===== src/rtl/tmds_decoder_if.sv =====
// Signal bundle for one TMDS receive channel: raw 10-bit words in,
// decoded pixel/control data and alignment status out.
interface tmds_decoder_if;
    logic [9:0] in_raw;
    logic [7:0] out_data;
    logic [1:0] out_c;
    logic       out_blank;
    logic       out_locked;
    logic [3:0] out_offset;

    modport master (
        output in_raw,
        input  out_data, out_c, out_blank, out_locked, out_offset
    );

    modport slave (
        input  in_raw,
        output out_data, out_c, out_blank, out_locked, out_offset
    );
endinterface


===== src/rtl/tmds_decoder.sv =====
// One-channel TMDS receiver: finds the 10-bit word boundary by bit-slipping
// until a run of control tokens is seen, then decodes data and control words.
module tmds_decoder #(
    parameter int c_lock_tokens    = 16,
    parameter int c_search_timeout = 4096
) (
    input  logic           clk_pixel,
    input  logic           rst_n,
    tmds_decoder_if.slave  tmds
);
    localparam int RUN_W = $clog2(c_lock_tokens + 1);
    localparam int TMO_W = $clog2(c_search_timeout);
    localparam logic [RUN_W-1:0] RUN_FULL = RUN_W'(c_lock_tokens);
    localparam logic [TMO_W-1:0] TMO_LAST = TMO_W'(c_search_timeout - 1);

    typedef enum logic {SEARCH, LOCKED} state_t;

    state_t           state, state_nxt;
    logic [3:0]       offset, offset_nxt;
    logic [RUN_W-1:0] run_cnt, run_nxt;
    logic [TMO_W-1:0] tmo_cnt, tmo_nxt;
    logic             slip;

    logic [9:0]  prev_raw_p0;
    logic [19:0] cat, shifted;
    logic [9:0]  word;
    logic        is_tok;
    logic [1:0]  tok_c;

    logic [7:0]  data_p1;
    logic [1:0]  c_p1;
    logic        blank_p1;

    function automatic logic [7:0] tmds_decode(input logic [9:0] w);
        logic [7:0] d;
        logic [7:0] q;
        d    = w[9] ? ~w[7:0] : w[7:0];
        q[0] = d[0];
        for (int i = 1; i < 8; i++)
            q[i] = w[8] ? (d[i] ^ d[i-1]) : ~(d[i] ^ d[i-1]);
        return q;
    endfunction

    function automatic logic [RUN_W-1:0] sat_inc(input logic [RUN_W-1:0] v);
        return (v == RUN_FULL) ? v : v + 1'b1;
    endfunction

    // Stage p0: hold the previous raw word so any 10-bit window of the stream is reachable
    always_ff @(posedge clk_pixel or negedge rst_n) begin
        if (!rst_n) prev_raw_p0 <= '0;
        else        prev_raw_p0 <= tmds.in_raw;
    end

    assign cat     = {tmds.in_raw, prev_raw_p0};
    assign shifted = cat >> offset;
    assign word    = shifted[9:0];

    always_comb begin
        is_tok = 1'b1;
        tok_c  = 2'b00;
        case (word)
            10'h354: tok_c = 2'b00;
            10'h0AB: tok_c = 2'b01;
            10'h154: tok_c = 2'b10;
            10'h2AB: tok_c = 2'b11;
            default: is_tok = 1'b0;
        endcase
    end

    always_comb begin
        state_nxt  = state;
        offset_nxt = offset;
        run_nxt    = is_tok ? sat_inc(run_cnt) : '0;
        tmo_nxt    = (run_cnt == RUN_FULL) ? '0 : tmo_cnt + 1'b1;
        slip       = 1'b0;
        case (state)
            SEARCH: begin
                // A completed run takes priority over a coincident timeout
                if (run_cnt == RUN_FULL)   state_nxt = LOCKED;
                else if (tmo_cnt == TMO_LAST) slip   = 1'b1;
            end
            LOCKED: begin
                if (run_cnt != RUN_FULL && tmo_cnt == TMO_LAST) begin
                    state_nxt = SEARCH;
                    slip      = 1'b1;
                end
            end
            default: state_nxt = SEARCH;
        endcase
        if (slip) begin
            offset_nxt = (offset == 4'd9) ? 4'd0 : offset + 4'd1;
            run_nxt    = '0;
            tmo_nxt    = '0;
        end
    end

    always_ff @(posedge clk_pixel or negedge rst_n) begin
        if (!rst_n) begin
            state   <= SEARCH;
            offset  <= 4'd0;
            run_cnt <= '0;
            tmo_cnt <= '0;
        end else begin
            state   <= state_nxt;
            offset  <= offset_nxt;
            run_cnt <= run_nxt;
            tmo_cnt <= tmo_nxt;
        end
    end

    // Stage p1: decoded outputs, gated by the lock state that takes effect at this edge
    always_ff @(posedge clk_pixel or negedge rst_n) begin
        if (!rst_n) begin
            data_p1  <= 8'h00;
            c_p1     <= 2'b00;
            blank_p1 <= 1'b1;
        end else if (state_nxt != LOCKED) begin
            data_p1  <= 8'h00;
            c_p1     <= 2'b00;
            blank_p1 <= 1'b1;
        end else if (is_tok) begin
            c_p1     <= tok_c;
            blank_p1 <= 1'b1;
        end else begin
            data_p1  <= tmds_decode(word);
            blank_p1 <= 1'b0;
        end
    end

    assign tmds.out_data   = data_p1;
    assign tmds.out_c      = c_p1;
    assign tmds.out_blank  = blank_p1;
    assign tmds.out_locked = (state == LOCKED);
    assign tmds.out_offset = offset;
endmodule


===== src/flat_wrapper.sv =====
// flat-port wrapper written by rule: the top's interface ports become plain ports
module tmds_decoder_flat 
#(
    parameter int c_lock_tokens    = 16,
    parameter int c_search_timeout = 4096
)
  (clk_pixel, rst_n, tmds_in_raw, tmds_out_data, tmds_out_c, tmds_out_blank, tmds_out_locked, tmds_out_offset);
  tmds_decoder_if tmds_i ();
  input  logic clk_pixel;
  input  logic rst_n;
  input wire logic [$bits(tmds_i.in_raw)-1:0] tmds_in_raw;
  output wire logic [$bits(tmds_i.out_data)-1:0] tmds_out_data;
  output wire logic [$bits(tmds_i.out_c)-1:0] tmds_out_c;
  output wire logic [$bits(tmds_i.out_blank)-1:0] tmds_out_blank;
  output wire logic [$bits(tmds_i.out_locked)-1:0] tmds_out_locked;
  output wire logic [$bits(tmds_i.out_offset)-1:0] tmds_out_offset;
  assign tmds_i.in_raw = tmds_in_raw;
  assign tmds_out_data = tmds_i.out_data;
  assign tmds_out_c = tmds_i.out_c;
  assign tmds_out_blank = tmds_i.out_blank;
  assign tmds_out_locked = tmds_i.out_locked;
  assign tmds_out_offset = tmds_i.out_offset;
  tmds_decoder #(.c_lock_tokens(c_lock_tokens), .c_search_timeout(c_search_timeout)) u_core (.clk_pixel(clk_pixel), .rst_n(rst_n), .tmds(tmds_i));
endmodule

===== config.mk =====
export PLATFORM = sky130hd
export DESIGN_NAME = tmds_decoder_flat
export DESIGN_NICKNAME = d
export VERILOG_FILES = /design/src/rtl/tmds_decoder_if.sv /design/src/rtl/tmds_decoder.sv /design/src/flat_wrapper.sv
export SDC_FILE = /design/constraint.sdc
export NUM_CORES = 1
export LEC_CHECK = 0
export BUFFER_PORTS_ARGS = -buffer_cell sky130_fd_sc_hd__buf_2
export CAP_MARGIN = 25
export CORE_MARGIN = 10
export CORE_UTILIZATION = 32
export CTS_BUF_LIST = sky130_fd_sc_hd__clkbuf_8
export CTS_CLUSTER_SIZE = 30
export DETAILED_ROUTE_END_ITERATION = 6
export PLACE_DENSITY = 0.5
export SLEW_MARGIN = 20
export SYNTH_ARGS = -nofsm -noshare
export SYNTH_HDL_FRONTEND = slang
export SYNTH_SLANG_ARGS = --single-unit

===== constraint.sdc =====
create_clock -name clk_pixel -period 3.9 [get_ports clk_pixel]
set_input_delay 0.195 -clock clk_pixel [delete_from_list [all_inputs] [get_ports clk_pixel]]
set_output_delay 0.195 -clock clk_pixel [all_outputs]
set_load 0.02 [all_outputs]

==> flow_summary.ini, run 1 <==
[outcome]
status = complete, no violations

[route]
drt_wl_total_mm = 6.27
detailroute.via_count = 2046
detailedRoute.firstPassIterationCount = 4
drt-initial-drc-count = 126
wl_per_cell_um = 15.9
via_per_inst = 5.18
drt_drc_violations_left = 0
antenna_violating_nets_post_route = 0

[synthesis]
synth_cells = 255
synth.top_cell.area_share_pct = 37.4
synth.cell_area_sq_um = 2810
syn_area_per_cell_sq_um = 11.0
synthTopCellsByArea = sky130_fd_sc_hd__dfrtp_1 (37%), sky130_fd_sc_hd__mux4_2 (16%), sky130_fd_sc_hd__xor2_1 (5.0%), sky130_fd_sc_hd__ha_1 (4.9%), sky130_fd_sc_hd__nor2_1 (3.2%)
synthDistinctLibCells = 49
dominant_cell_type_by_area_after_synthesis = sky130_fd_sc_hd__dfrtp_1
ys_warn_count = 0
number_of_synthesized_flops_with_an_enable_pin = 0
synth-async-reset-ratio_pct = 100
synth_nets = 278
ys_seq_area_share_pct = 38.3
post_synthesis_sequential_element_count = 43
synth_flop_cell = sky130_fd_sc_hd__dfrtp_1

[power_and_ir_drop]
fin_total_pwr_mw = 0.843
powerDensity_nw_per_um2 = 264
total_leakage_power_nw = 1.38
switchingPower_mw = 0.209
p_int_mw = 0.634
power_frac_seq_pct = 54.0
pwr-share-comb_pct = 10.3
netSwitchingFraction_pct = 24.8
power.share.clock_pct = 35.7
max-vdd-ir-drop_uv = 155

[layout]
drive_above_1_share_pct = 27.9
stdcell_area_sq_um = 3190
finalNonFillerCells = 395
fillCellCount = 865
num-nets-final = 309
num_antenna_cells = 0
area_growth_pct = 13.5

[sta]
final_hold_viol_count = 0
final.period_utilization_pct = 87.1
max_freq_ghz = 0.294
layout_setup_ws_ns = 0.504
timing_max_transition_violations_final = 0
finalCriticalPeriod_ns = 3.40
max-slew-margin-rel_pct = 40.6
finalClockSkew_ns = 0.00689
unrepaired_setup_endpoints_after_global_routing = no
finalSetupViolations = 0
worst_pin_slew_ns = 0.868
setup-tns-final_ns = 0

[floorplan]
die_width_um = 114
initial_core_util_pct = 32.5
die-area_sq_um = 12900
die_height_um = 114
num_io_pins = 28
row_count = 34
core-area_sq_um = 8640

[placement]
preCtsSetupSlack_ns = 0.507
cell_area_placed_sq_um = 3060
io_buffer_count = 27
placedCellCount = 385
post-dp-hpwl_mm = 4.79
globalplace.congestion = 0.801

[worst_hold_path]
worst_hold_depth = 1
holdCritPathClass = in2reg

[worst_setup_path]
crit_path_max_fanout = 15
required_time_at_the_endpoint_of_the_critical_path_ns = 4.08
critical_path.startpoint_type = flop
count_of_cells_along_the_worst_register_to_register_path = 11
timing.setup.critical_path_class = reg2reg
worstPathArrival_ns = 3.57
worstSetupEndpointType = flop

[flow_run]
max-cap-violations = 0

[global_routing]
first_pass_grt_wire_length_mm = 10.5
grt.overflow.total = 0
first_global_vias = 2082
grt_max_degree = 44
antenna_violations_before_repair = 0
overall_global_routing_resource_usage_pct = 9.79

[cts]
clock_sink_total = 43
clock_tree_buffer_depth = 2
cts.root.buffer_cell = sky130_fd_sc_hd__clkbuf_8
ctsResizeCount = 0
htree_levels = 2
cts_inserted_buffers = 5
tritoncts_clock_tree = yes
worst_skew_pair.late_latency_ns = 0.29
clkSlewWorstSetupHoldPaths_ns = 0.08
post_cts.repair.setup_buffers = 0
## critical path, stage by stage, from the launching register on
cell	delay (ns)
sky130_fd_sc_hd__dfrtp_1	0.74
sky130_fd_sc_hd__buf_4	0.28
sky130_fd_sc_hd__mux4_2	0.52
sky130_fd_sc_hd__a22oi_1	0.15
sky130_fd_sc_hd__and3_1	0.29
sky130_fd_sc_hd__inv_1	0.07
sky130_fd_sc_hd__ha_1	0.18
sky130_fd_sc_hd__and4_1	0.23
sky130_fd_sc_hd__a21oi_4	0.35
sky130_fd_sc_hd__buf_4	0.23
sky130_fd_sc_hd__mux2i_1	0.18
sky130_fd_sc_hd__nor2_1	0.05
## layout make-up
type	count	area [sq um]	area share, %
Clock buffer	6	82.6	2.59
Tap cell	108	135	4.24
Multi-Input combinational cell	183	1590	49.8
Timing Repair Buffer	38	233	7.29
Sequential cell	43	1080	33.8
Inverter	15	56.3	1.76
Clock inverter	2	16.3	0.510
## synth_stat cells, types with 6 or more instances
cell                        n
sky130_fd_sc_hd__xnor2_1    6
sky130_fd_sc_hd__xor2_1    16
sky130_fd_sc_hd__dfrtp_1   42
sky130_fd_sc_hd__clkbuf_1   6
sky130_fd_sc_hd__nand4_1    6
sky130_fd_sc_hd__mux2i_1    8
sky130_fd_sc_hd__nand3_1    9
sky130_fd_sc_hd__mux4_2    20
sky130_fd_sc_hd__a21oi_1    8
sky130_fd_sc_hd__nand2_1   20
sky130_fd_sc_hd__nor2_1    24
sky130_fd_sc_hd__ha_1      11
sky130_fd_sc_hd__o21ai_0    6
sky130_fd_sc_hd__inv_1     14
## layout by cell type (no fill, tap or decap), drive strengths merged, types with 2 or more instances in the layout
cell type	Yosys	final
nand3	10	10
xnor2	6	6
nor2b	3	3
a22o	2	2
ha	11	11
nor2	24	24
mux4	20	20
and3	2	2
xor2	16	16
o221ai	2	2
a22oi	5	5
and2	2	2
mux2i	8	8
nand2b	2	2
or3	2	2
nor3	3	3
dfrtp	42	42
clkinv	1	2
and4	2	2
clkbuf	6	6
o21ai	7	7
nand4	6	6
inv	14	14
a21oi	11	11
nand2	21	21
mux2	5	5
o22ai	2	2
buf	8	37
## path summary, 6_finish.rpt
check / start / to / slack, ns
max in group asynchronous: rst_n / u_core.prev_raw_p0[5]$_DFF_PN0_ / 3.11
max: u_core.tmds.out_offset[0]$_DFFE_PN0N_ / u_core.tmds.out_data[5]$_DFFE_PN0P_ / 0.50
min in group asynchronous: rst_n / u_core.tmds.out_data[4]$_DFFE_PN0P_ / 0.31
max reg2reg: u_core.tmds.out_offset[0]$_DFFE_PN0N_ / u_core.tmds.out_data[5]$_DFFE_PN0P_ / 0.50
min reg2reg: u_core.tmo_cnt[0]$_DFF_PN0_ / u_core.tmo_cnt[0]$_DFF_PN0_ / 0.53
min: tmds_in_raw[7] / u_core.prev_raw_p0[7]$_DFF_PN0_ / 0.05
## cells by family after synthesis
group,Yosys count,synth area share [%]
XOR/XNOR,22,6.86
AND/OR/NAND/NOR,80,13.9
AO/OA/AOI/OAI,37,10.1
multiplexers,33,20.9
adder cells (fa/ha/maj),11,4.90
flip-flops,43,38.3
buffers and inverters,29,5.08
## power groups by stage
stage	Sequential, mW	Combinational [mW]	Clock, mW
6_report	0.456	0.0868	0.301
5_1_grt	0.457	0.0962	0.336
4_1_cts	0.456	0.0846	0.315
3_5_place_dp	0.464	0.0841	0
3_3_place_gp	0.465	0.0844	0
2_1_floorplan	0.463	0.0515	0
## repair_timing
action / in CTS / in global routing
hold endpoints to repair: 0 / 10
hold buffers: 0 / 1
setup endpoints to repair: 0 / 0
## per-layer routing
layer / vias to the layer above / part of all wire, % / track usage [%]
met2: 38 / 44 / 14.5
met1: 1025 / 51 / 13.7
li1: 977 / - / -
met3: 6 / 3.8 / 2.52
met4: 0 / 1.1 / 2.71
met5: - / 0 / 0
## sequential cells by signal, summed over array words and instances (netlist names)
name and flops:
u_core.prev_raw_p0 10, u_core.run_cnt 5, u_core.tmds.out_blank 1, u_core.tmds.out_c 2, u_core.tmds.out_data 8, u_core.tmds.out_locked 1
u_core.tmds.out_offset 4, u_core.tmo_cnt 12
## metrics by stage
stage | utilization, % | hold slack (ns)
after floorplan | - | -0.101
after global placement | 35.5 | 0.343
after detailed placement | 35.5 | 0.351
after CTS | 36.6 | 0.0456
after global routing | 36.9 | 0.0388
final | 36.9 | 0.0482
No activity file was read; power rests on OpenSTA's default activity.
==> inputs of run 2 (changes only) <==
- RECOVER_POWER: unset -> 100
==> run 2 against run 1 <==
Compared with the run above: the run now ends with max-capacitance violations, max-slew violations left; maximum frequency decreased by 0.28%; flip-flop and latch count unchanged; combinational power decreased by 4.6%; wire length increased by 1.2%; worst setup slack got worse by 0.0095 ns; hold slack improved by 0.014 ns; global-route usage unchanged; highest routed layer unchanged; critical path type unchanged.
==> flow_summary.ini, run 2 (synthesis gave the netlist of run 1 again) <==
[sta]
worst_pin_slew_ns = 1.75
final_hold_viol_count = 0
finalCriticalPeriod_ns = 3.41
finalSetupViolations = 0
finalClockSkew_ns = 0.00714
setup-tns-final_ns = 0
final.period_utilization_pct = 87.3
timing_max_transition_violations_final = 33
max_freq_ghz = 0.294
layout_setup_ws_ns = 0.495
fin_hold_ws_ns = 0.0619
unrepaired_setup_endpoints_after_global_routing = no
max-slew-margin-rel_pct = -16.5

[layout]
end_of_flow_core_utilization_pct = 36.2
finalNonFillerCells = 395
stdcell_area_sq_um = 3120
area_growth_pct = 11.2
mostFrequentLayoutCells = sky130_fd_sc_hd__dfrtp_1 (42), sky130_fd_sc_hd__clkbuf_1 (29), sky130_fd_sc_hd__nor2_1 (24)
layout_commonest_cell = sky130_fd_sc_hd__dfrtp_1
largest_reg_flops = 12
num-nets-final = 309
num_antenna_cells = 0
drive_above_1_share_pct = 17.1
regMostFlops = u_core.tmo_cnt

[worst_hold_path]
hold_path_end = u_core.prev_raw_p0[7]$_DFF_PN0_
holdCritStartpoint = tmds_in_raw[7]
holdCritPathClass = in2reg
worst_hold_depth = 1

[placement]
preCtsSetupSlack_ns = 0.507
placedCellCount = 385
post-dp-hpwl_mm = 4.79
io_buffer_count = 27
cell_area_placed_sq_um = 3060
globalplace.congestion = 0.801

[worst_setup_path]
required_time_at_the_endpoint_of_the_critical_path_ns = 4.07
path_delay_family = flip-flops
worst_r2r_startpoint = u_core.tmds.out_offset[0]$_DFFE_PN0N_
path_buf_inv = 3
crit_path_max_fanout = 15
worst_path_largest_cell_delay_ns = 0.74
timing.rr.end = u_core.tmds.out_data[5]$_DFFE_PN0P_
critical-path-slowest-cell = sky130_fd_sc_hd__dfrtp_1
critical_path.startpoint_type = flop
reg2reg_slack_ns = 0.49
worstPathArrival_ns = 3.57
path_cells = buf_4 -> mux4_2 -> a22oi_1 -> and3_1 -> inv_1 -> ha_1 -> and4_1 -> a21oi_4 -> buf_4 -> mux2i_1 -> nor2_1
worstSetupEndpointType = flop
count_of_cells_along_the_worst_register_to_register_path = 11
timing.setup.critical_path_class = reg2reg
critPathMostFrequentCell = sky130_fd_sc_hd__buf_4

[outcome]
violations = max-capacitance violations, max-slew violations
status = finished, violations left

[route]
antenna_violating_nets_post_route = 0
drt_drc_violations_left = 0
detailedRoute.firstPassIterationCount = 5
via_per_inst = 5.20
detailroute.via_count = 2054
wl_per_cell_um = 16.1
drt-initial-drc-count = 165
drt_wl_total_mm = 6.35

[cts]
worst_skew_pair.late_latency_ns = 0.29
ctsResizeCount = 0
tritoncts_clock_tree = yes
clock_tree_buffer_depth = 2
clkSlewWorstSetupHoldPaths_ns = 0.09
cts_inserted_buffers = 5
htree_levels = 2
clock_sink_total = 43
cts.root.buffer_cell = sky130_fd_sc_hd__clkbuf_8
post_cts.repair.setup_buffers = 0

[power_and_ir_drop]
powerDensity_nw_per_um2 = 269
max-vdd-ir-drop_uv = 155
total_leakage_power_nw = 1.26
fin_total_pwr_mw = 0.839

[floorplan]
num_io_pins = 28
die_height_um = 114
die_width_um = 114
initial_core_util_pct = 32.5
row_count = 34
die-area_sq_um = 12900
core-area_sq_um = 8640

[global_routing]
antenna_violations_before_repair = 0
grt_max_degree = 44
grt.overflow.total = 0
first_global_vias = 2082
overall_global_routing_resource_usage_pct = 9.79
first_pass_grt_wire_length_mm = 10.5

[flow_run]
max-cap-violations = 1
-- run 2: cell count changes in the layout (fill, tap and decap cells not counted) --
cell / change
sky130_fd_sc_hd__clkbuf_1: +29
sky130_fd_sc_hd__buf_2: -26
sky130_fd_sc_hd__buf_4: -2
sky130_fd_sc_hd__a21oi_1: +1
sky130_fd_sc_hd__a21oi_2: -1
sky130_fd_sc_hd__and2_0: +1
sky130_fd_sc_hd__and2_1: -1
sky130_fd_sc_hd__buf_12: -1
sky130_fd_sc_hd__o221ai_1: +1
sky130_fd_sc_hd__o221ai_2: -1
-- run 2: report_power, final --
group | total, mW | switching (mW) | leakage, nW | internal [mW]
registers | 0.456 | 0.00491 | 0.560 | 0.451
logic | 0.0828 | 0.0473 | 0.658 | 0.0354
clock network | 0.301 | 0.156 | 0.0474 | 0.145
total | 0.839 | 0.208 | 1.26 | 0.631
-- run 2: metal layers --
layer	routed length, um	share of wire (%)	vias to the layer above	track usage, %
met3	269	4.2	6	2.52
met5	0	0	-	0
met4	70	1.1	0	2.71
met2	2790	44	43	14.5
met1	3210	51	1030	13.7
li1	-	-	975	-
-- run 2: cell type report --
type	instances	area, sq um
clock buffers	6	82.6
clock inverters	2	16.3
fillers	881	5510
inverters	15	56.3
multi-input cells	183	1580
flip-flops and latches	43	1080
well taps	108	135
repair buffers	38	176
-- run 2: timing repair --
| item | CTS | global route |
|---|---|---|
| endpoints found under the hold margin | 0 | 10 |
| setup endpoints to repair | 0 | 0 |
| hold buffers | 0 | 1 |
-- run 2: worst max path at each step --
stage                                           from                                  end  depth (start not counted)
2_1_floorplan  u_core.tmds.out_offset[0]$_DFFE_PN0N_  u_core.tmds.out_data[2]$_DFFE_PN0P_                         14
6_report       u_core.tmds.out_offset[0]$_DFFE_PN0N_  u_core.tmds.out_data[5]$_DFFE_PN0P_                         11
3_5_place_dp   u_core.tmds.out_offset[0]$_DFFE_PN0N_  u_core.tmds.out_data[5]$_DFFE_PN0P_                         11
5_1_grt        u_core.tmds.out_offset[0]$_DFFE_PN0N_  u_core.tmds.out_data[5]$_DFFE_PN0P_                         11
3_3_place_gp   u_core.tmds.out_offset[0]$_DFFE_PN0N_  u_core.tmds.out_data[5]$_DFFE_PN0P_                         11
4_1_cts        u_core.tmds.out_offset[0]$_DFFE_PN0N_  u_core.tmds.out_data[5]$_DFFE_PN0P_                         11
